===== src/rtl/round_controller.sv =====
// Round sequencer for the Not Not game.
// Each round steps the prompt LFSRs once, waits one settle cycle, and then
// counts down while it waits for an answer. The round is judged against the
// colour/not logic result, and score and lives are updated until game over.
//
// Pulse semantics: start and submit are single-cycle strobes. Each is acted on
// only in the cycle it is high, and only in a state that accepts it (start in
// IDLE/OVER, submit in WAIT). In any other state the strobe is dropped and not
// remembered. draw_en, hit and miss are single-cycle registered strobes.
module round_controller #(
  parameter int TICKS_PER_ROUND = 50000000,
  parameter int TW              = $clog2(TICKS_PER_ROUND),
  parameter int SCORE_W         = 8,
  parameter int LIVES           = 3
) (
  input  logic               clock,
  input  logic               reset,
  input  logic               start,
  input  logic               submit,
  input  logic [3:0]         answer,
  input  logic [3:0]         expected,
  output logic               draw_en,
  output logic               playing,
  output logic               game_over,
  output logic [TW-1:0]      time_left,
  output logic [SCORE_W-1:0] score,
  output logic [2:0]         lives,
  output logic               hit,
  output logic               miss,
  output logic [2:0]         dbg_state
);

  localparam logic [2:0] S_IDLE   = 3'd0;
  localparam logic [2:0] S_DRAW   = 3'd1;
  localparam logic [2:0] S_SETTLE = 3'd2;
  localparam logic [2:0] S_WAIT   = 3'd3;
  localparam logic [2:0] S_JUDGE  = 3'd4;
  localparam logic [2:0] S_OVER   = 3'd5;

  localparam logic [TW-1:0]      TIME_LOAD = TW'(TICKS_PER_ROUND - 1);
  localparam logic [2:0]         LIVES_INIT = 3'(LIVES);
  localparam logic [SCORE_W-1:0] SCORE_MAX  = '1;

  logic [2:0]         state_q, state_d;
  logic [TW-1:0]      time_q, time_d;
  logic [SCORE_W-1:0] score_q, score_d;
  logic [2:0]         lives_q, lives_d;
  logic               draw_q, draw_d;
  // hit_q/miss_q hold the verdict taken on the deciding WAIT cycle; the
  // JUDGE cycle applies it to score/lives, so no extra answer latch is needed.
  logic               hit_q, hit_d;
  logic               miss_q, miss_d;

  // Next-state, countdown and scoring decisions.
  always_comb begin
    state_d = state_q;
    time_d  = time_q;
    score_d = score_q;
    lives_d = lives_q;
    draw_d  = 1'b0;
    hit_d   = 1'b0;
    miss_d  = 1'b0;
    case (state_q)
      S_IDLE, S_OVER: begin
        if (start) begin
          state_d = S_DRAW;
          draw_d  = 1'b1;
          score_d = '0;
          lives_d = LIVES_INIT;
        end
      end
      S_DRAW: begin
        state_d = S_SETTLE;
      end
      S_SETTLE: begin
        time_d  = TIME_LOAD;
        state_d = S_WAIT;
      end
      S_WAIT: begin
        // A submit on the last tick beats the timeout.
        if (submit) begin
          state_d = S_JUDGE;
          time_d  = '0;
          hit_d   = (answer == expected);
          miss_d  = (answer != expected);
        end else if (time_q == '0) begin
          state_d = S_JUDGE;
          miss_d  = 1'b1;
        end else begin
          time_d = time_q - 1'b1;
        end
      end
      S_JUDGE: begin
        time_d = '0;
        if (hit_q) begin
          if (score_q != SCORE_MAX) score_d = score_q + 1'b1;
          state_d = S_DRAW;
          draw_d  = 1'b1;
        end else begin
          lives_d = lives_q - 3'd1;
          if (lives_q == 3'd1) begin
            state_d = S_OVER;
          end else begin
            state_d = S_DRAW;
            draw_d  = 1'b1;
          end
        end
      end
      default: begin
        state_d = S_IDLE;
      end
    endcase
  end

  // State and output registers; reset aborts any round without a verdict.
  always_ff @(posedge clock) begin
    if (reset) begin
      state_q <= S_IDLE;
      time_q  <= '0;
      score_q <= '0;
      lives_q <= LIVES_INIT;
      draw_q  <= 1'b0;
      hit_q   <= 1'b0;
      miss_q  <= 1'b0;
    end else begin
      state_q <= state_d;
      time_q  <= time_d;
      score_q <= score_d;
      lives_q <= lives_d;
      draw_q  <= draw_d;
      hit_q   <= hit_d;
      miss_q  <= miss_d;
    end
  end

  assign draw_en   = draw_q;
  assign time_left = time_q;
  assign score     = score_q;
  assign lives     = lives_q;
  assign hit       = hit_q;
  assign miss      = miss_q;
  assign playing   = (state_q == S_DRAW) || (state_q == S_SETTLE) ||
                     (state_q == S_WAIT) || (state_q == S_JUDGE);
  assign game_over = (state_q == S_OVER);
  assign dbg_state = state_q;

endmodule

===== config.mk =====
export PLATFORM = sky130hd
export DESIGN_NAME = round_controller
export DESIGN_NICKNAME = d
export VERILOG_FILES = /design/src/rtl/round_controller.sv
export SDC_FILE = /design/constraint.sdc
export NUM_CORES = 1
export LEC_CHECK = 0
export ABC_AREA = 1
export BUFFER_PORTS_ARGS = -buffer_cell sky130_fd_sc_hd__buf_2
export CAP_MARGIN = 20
export CORE_MARGIN = 1.5
export CORE_UTILIZATION = 54
export CTS_BUF_LIST = sky130_fd_sc_hd__clkbuf_16
export DETAILED_ROUTE_END_ITERATION = 10
export HOLD_SLACK_MARGIN = 0.08
export PLACE_DENSITY = 0.81
export SLEW_MARGIN = 20
export SYNTH_ARGS = -nofsm -noshare
export SYNTH_HDL_FRONTEND = slang
export SYNTH_SLANG_ARGS = --single-unit

===== constraint.sdc =====
create_clock -name clock -period 4.68 [get_ports clock]
set_input_delay 0.702 -clock clock [delete_from_list [all_inputs] [get_ports clock]]
set_output_delay 0.702 -clock clock [all_outputs]
set_load 0.05 [all_outputs]

# Word level (Yosys, flattened, before mapping)
# Index checks and enable logic that the tools add are counted.
word_totals:
  register_bits: 43
  input_bits: 12
  output_inout_bits: 45
  elab_cells: 63
op_classes:
  addsub: 3
  eq_ne: 15
  muxes: 22
  bitwise: 2
  n_reduce_logical: 14
ops:
  columns: ["operator", "count"]
  rows:
  - ["$pmux W26 S3", 1]
  - ["$mux W26", 2]
  - ["$logic_not A26 Y1", 1]
  - ["$sub A26 B1 Y26 const B", 1]
  - ["$mux W8", 3]
  - ["$mux W3", 7]
  - ["$pmux W8 S2", 1]
  - ["$pmux W3 S5", 1]
  - ["$add A8 B1 Y8 const B", 1]
  - ["$ne A2 B2 Y1 const B", 4]
  - ["$ne A8 B8 Y1 const B", 1]
  - ["$eq A3 B1 Y1 const B", 2]
  - ["$eq A3 B2 Y1 const B", 2]
  - ["$eq A3 B3 Y1 const B", 2]
  - ["$ne A3 B3 Y1 const B", 2]
  - ["$pmux W3 S2", 1]
  - ["$mux W1", 5]
  - ["$eq A4 B4 Y1", 1]
  - ["$ne A4 B4 Y1", 1]
  - ["$reduce_and A2 Y1", 2]
  - ["$reduce_and A4 Y1", 1]
  - ["$reduce_or A2 Y1", 2]
  - ["$logic_not A3 Y1", 1]
  - ["$logic_or A1 B1 Y1", 3]
  - ["other kinds (7)", 8]

# Logic depth before layout (Yosys ltp)
logic_depth:
  word_depth: 4
  ltp_mapped: 11
  mapped_depth_nobuf: 11

# Worst setup path after synthesis
# Ideal clock, no wire load.
synth_timing:
  path_kind: "reg2out"
  startpoint: "reg state_q[1] (netlist: dbg_state[1])"
  endpoint: "out playing"
  arrival_ns: 1.624
  t_required_ns: 3.978
  slack_ns: 2.354
  path_stages_with_launch: 6
  n_path_buf: 0
  cell_sequence: "dfxtp_1 inv_1 nand2_2 nor2_4 inv_2 nand3_1"
synth_between:
  elab_chain_cells: 4
  word_cells_on_any_way: 7
  cone_classes: "4 x eq/ne; 3 x reduce/logical"
synth_rtl:
  columns: ["element", "line_no", "source"]
  rows:
  - ["start, declared", "44", "logic [2:0] state_q, state_d;"]
  - ["start signal, assigned", "126", "state_q <= state_d;"]
  - ["$eq A3 B1 Y1 / $eq A3 B2 Y1 (equally long branches)", "142", "assign playing = (state_q == S_DRAW) || (state_q == S_SETTLE) ||"]
  - ["$logic_or A1 B1 Y1 (2 in series)", "142", null]
  - ["$logic_or A1 B1 Y1 (*)", "143", "(state_q == S_WAIT) || (state_q == S_JUDGE);"]
  - ["end, declared", "23", "output logic playing,"]
# Mark *: on every way between the ends. The rest lies on a longest branch, timed or not.

# Worst setup path after layout
layout_timing:
  startpoint: "reg state_q[2] (netlist: dbg_state[2])"
  endpoint: "reg time_q[13] (netlist: time_left[13])"
layout_between:
  elab_chain_cells: 3
  word_cells_on_any_way: 7
  cone_classes: "4 x eq/ne; 1 x mux; 2 x reduce/logical"
layout_rtl:
  columns: ["element", "line_no", "source"]
  rows:
  - ["$eq A3 B2 Y1 / $eq A3 B3 Y1 (equally long branches)", "63", "case (state_q)"]
  - ["$ne A3 B3 Y1 (no line) / $reduce_bool A3 Y1 (equally long branches)", null, null]
  - ["$reduce_and A2 Y1 (no line)", null, null]
  - ["end signal, assigned", "127", "time_q <= time_d;"]
  - ["end, declared", "45", "logic [TW-1:0] time_q, time_d;"]
# Several ways; a longest one is shown, not always the timed one.
# A chain may end at the register's enable or synchronous reset.

==> metrics.cfg <==
[run]
cap_violations=0

[logic_synthesis]
synth_seq_area_share_pct=30.0
synth_top_area_share_pct=30.0
syn_nets=498
syn_area_per_cell_um2=5.96
synth_cells=481
synth_largest_area_cell=dfxtp_1
ys_types=28
synth-seq-cells=43
ys_top_cells_by_area=dfxtp_1, nand2_1, nor2_1
netlist_area_um2=2870
yosys_warnings=0

[detailed_routing]
ant_nets=0
dr_wl_met2_um=3560
drcViolationCount=0
top_layer=met4
routed-wl-met3_um=515
wl_met1_um=3500
wl_per_cell_um=12.7
drtIter0Drc=256
via_per_inst=5.36
drtPass1Iterations=5
dr_total_vias=3244
finalWirelength_um=7670

[global_route]
first_global_vias=2697
grt_use_total_pct=27.8
overflow=0
grt_max_degree=28
grt_pass1_wl_um=12300
antenna_found_initial=0

[power]
cellLeakagePower_nw=1.64
p_per_area_nw_per_um2=723
ir_drop_mv=0.390
power_mw=2.40

[setup_path]
critPathCaptureType=flip-flop
crit_slowest_cell=nor2_1
critPathKind=flip-flop to flip-flop
crit_chain=inv_1 > nand3_1 > nor2_1 > inv_1 > nand2_4 > nand2_4 > o21bai_1 > nor2_1
cp_data_arrival_time_ns=3.11
worst-path-max-fanout=16
startpoint_type=flip-flop
max_stage_delay_ns=0.89
critical_path_required_ns=4.86

[clocking]
cts_buffers=5
clk_pin_slew_ns=0.07
post_cts_resized=0
cts_tree=done
cts_hold_buf=0
cts_htree_levels=2
cts_setup_buffers=0
insertion_delay_ns=0.29
max-clock-path-buffers=2
cts_root_buffer=clkbuf_16
cts_num_sinks=43

[floorplan]
start_util_pct=56.1
pin_count=57
core_um2=5110
die_area_um2=5750
die_h_um=75.8
die_w_um=75.8
core.rowCount=26

[timing]
slew_headroom_pct=32.6
fmax_mhz=342
min_period_ns=2.93
finalHoldViolations=0
setup-tns-final_ns=0
tightest_slew_ns=1.01
rsz0062_at_grt=no
maxSlewViolCount=0
timing.final.crit_share_pct=62.6
clock_skew_ns=0.00661
setup_viol=0

[cells_and_area]
fillers=498
ff_latch_area_um2=861
nNetsFinal=551
syn_to_final_growth_pct=15.7
multiInputGateArea_um2=1730
final_layout_size_suffix_gt1_share_pct=14.0
antenna_cells=0

[worst_hold_path]
hp-class=flip-flop to flip-flop

[status]
outcome=completed

[placed_design]
hpwl_um=5540
place_congestion=0.898
port_buffers=56

critical path, delay by kind of cell, from the launching register on:
family | cells | cell delay [ns]
simple gates | 5 | 1.75
flops | 1 | 0.40
compound gates | 1 | 0.16
buf+inv | 2 | 0.51
report_power, final:
| group | switching [mW] | internal, mW |
|---|---|---|
| registers | 0.123 | 0.470 |
| clock network | 0.155 | 0.197 |
| logic | 1.10 | 0.355 |
| total | 1.38 | 1.02 |
synth_stat cells:
| master | instances |
|---|---|
| nand2_1 | 123 |
| o22ai_1 | 1 |
| dfxtp_1 | 43 |
| nand2_2 | 1 |
| nor3_1 | 6 |
| o21ai_0 | 9 |
| o21a_1 | 2 |
| nor2_1 | 110 |
| o21bai_1 | 10 |
| buf_2 | 2 |
| o211ai_1 | 1 |
| nand4_1 | 8 |
| nand3_1 | 50 |
| nand3_2 | 1 |
| inv_1 | 54 |
| buf_6 | 2 |
| xnor2_1 | 5 |
| xor2_1 | 4 |
| nor2_4 | 1 |
| nand2_4 | 3 |
| buf_4 | 2 |
| ha_1 | 5 |
| a21oi_1 | 28 |
| nor4_1 | 1 |
| clkbuf_1 | 4 |
| nor2_2 | 2 |
| inv_2 | 2 |
| o21ai_4 | 1 |
cell families after synthesis:
group	share of synthesized area (%)
compound gates	10.7
buf+inv	9.52
simple gates	44.8
fa+ha+maj	2.18
flops	30.0
xor+xnor	2.75
routing by layer:
metal,GRT usage [%],vias up
li1,-,1628
met2,44.0,132
met5,0,-
met4,8.93,0
met3,4.76,9
met1,38.5,1475
layout by cell type, fill, tap and decap left out, drive strengths merged, types with 6 or more instances in the layout:
| master | n |
|---|---|
| a21oi | 28 |
| buf | 56 |
| dfxtp | 43 |
| inv | 56 |
| nand2 | 127 |
| nand3 | 51 |
| nand4 | 8 |
| nor2 | 113 |
| nor3 | 6 |
| o21ai | 10 |
| o21bai | 10 |
path summary, 6_finish.rpt:
kind	from	end	slack [ns]	cells past startpoint
min	score[3]$_SDFFE_PP0P_	score[3]$_SDFFE_PP0P_	0.52	2
max reg2reg	dbg_state[2]$_SDFFE_PP0P_	time_left[13]$_SDFFE_PP0P_	1.75	8
min reg2reg	score[3]$_SDFFE_PP0P_	score[3]$_SDFFE_PP0P_	0.52	2
max	dbg_state[2]$_SDFFE_PP0P_	time_left[13]$_SDFFE_PP0P_	1.75	8
per-stage QoR:
step	hold slack (ns)	setup slack (ns)	instance area, um2	instances	util, %
after floorplan	0.714	2.35	2870	481	-
after global placement	0.484	1.95	3170	597	62.1
after detailed placement	0.504	1.86	3170	597	62.1
after CTS	0.520	1.84	3320	605	64.9
after global routing	0.559	1.49	3320	605	64.9
final	0.524	1.75	3320	605	64.9
sequential cells by signal (all words and copies together), names as in the netlist:
name and cells:
miss 1, dbg_state 3, hit 1, lives 3, draw_en 1, score 8, time_left 26
cell type report:
class,instances,share of cell area (%)
inverter,56,6.34
clock inverter,3,0.604
multi-input combinational,372,52.2
tap,70,2.64
timing repair buffer,56,8.45
sequential,43,26.0
clock buffer,5,3.77
(Power assumes the default switching activity.)
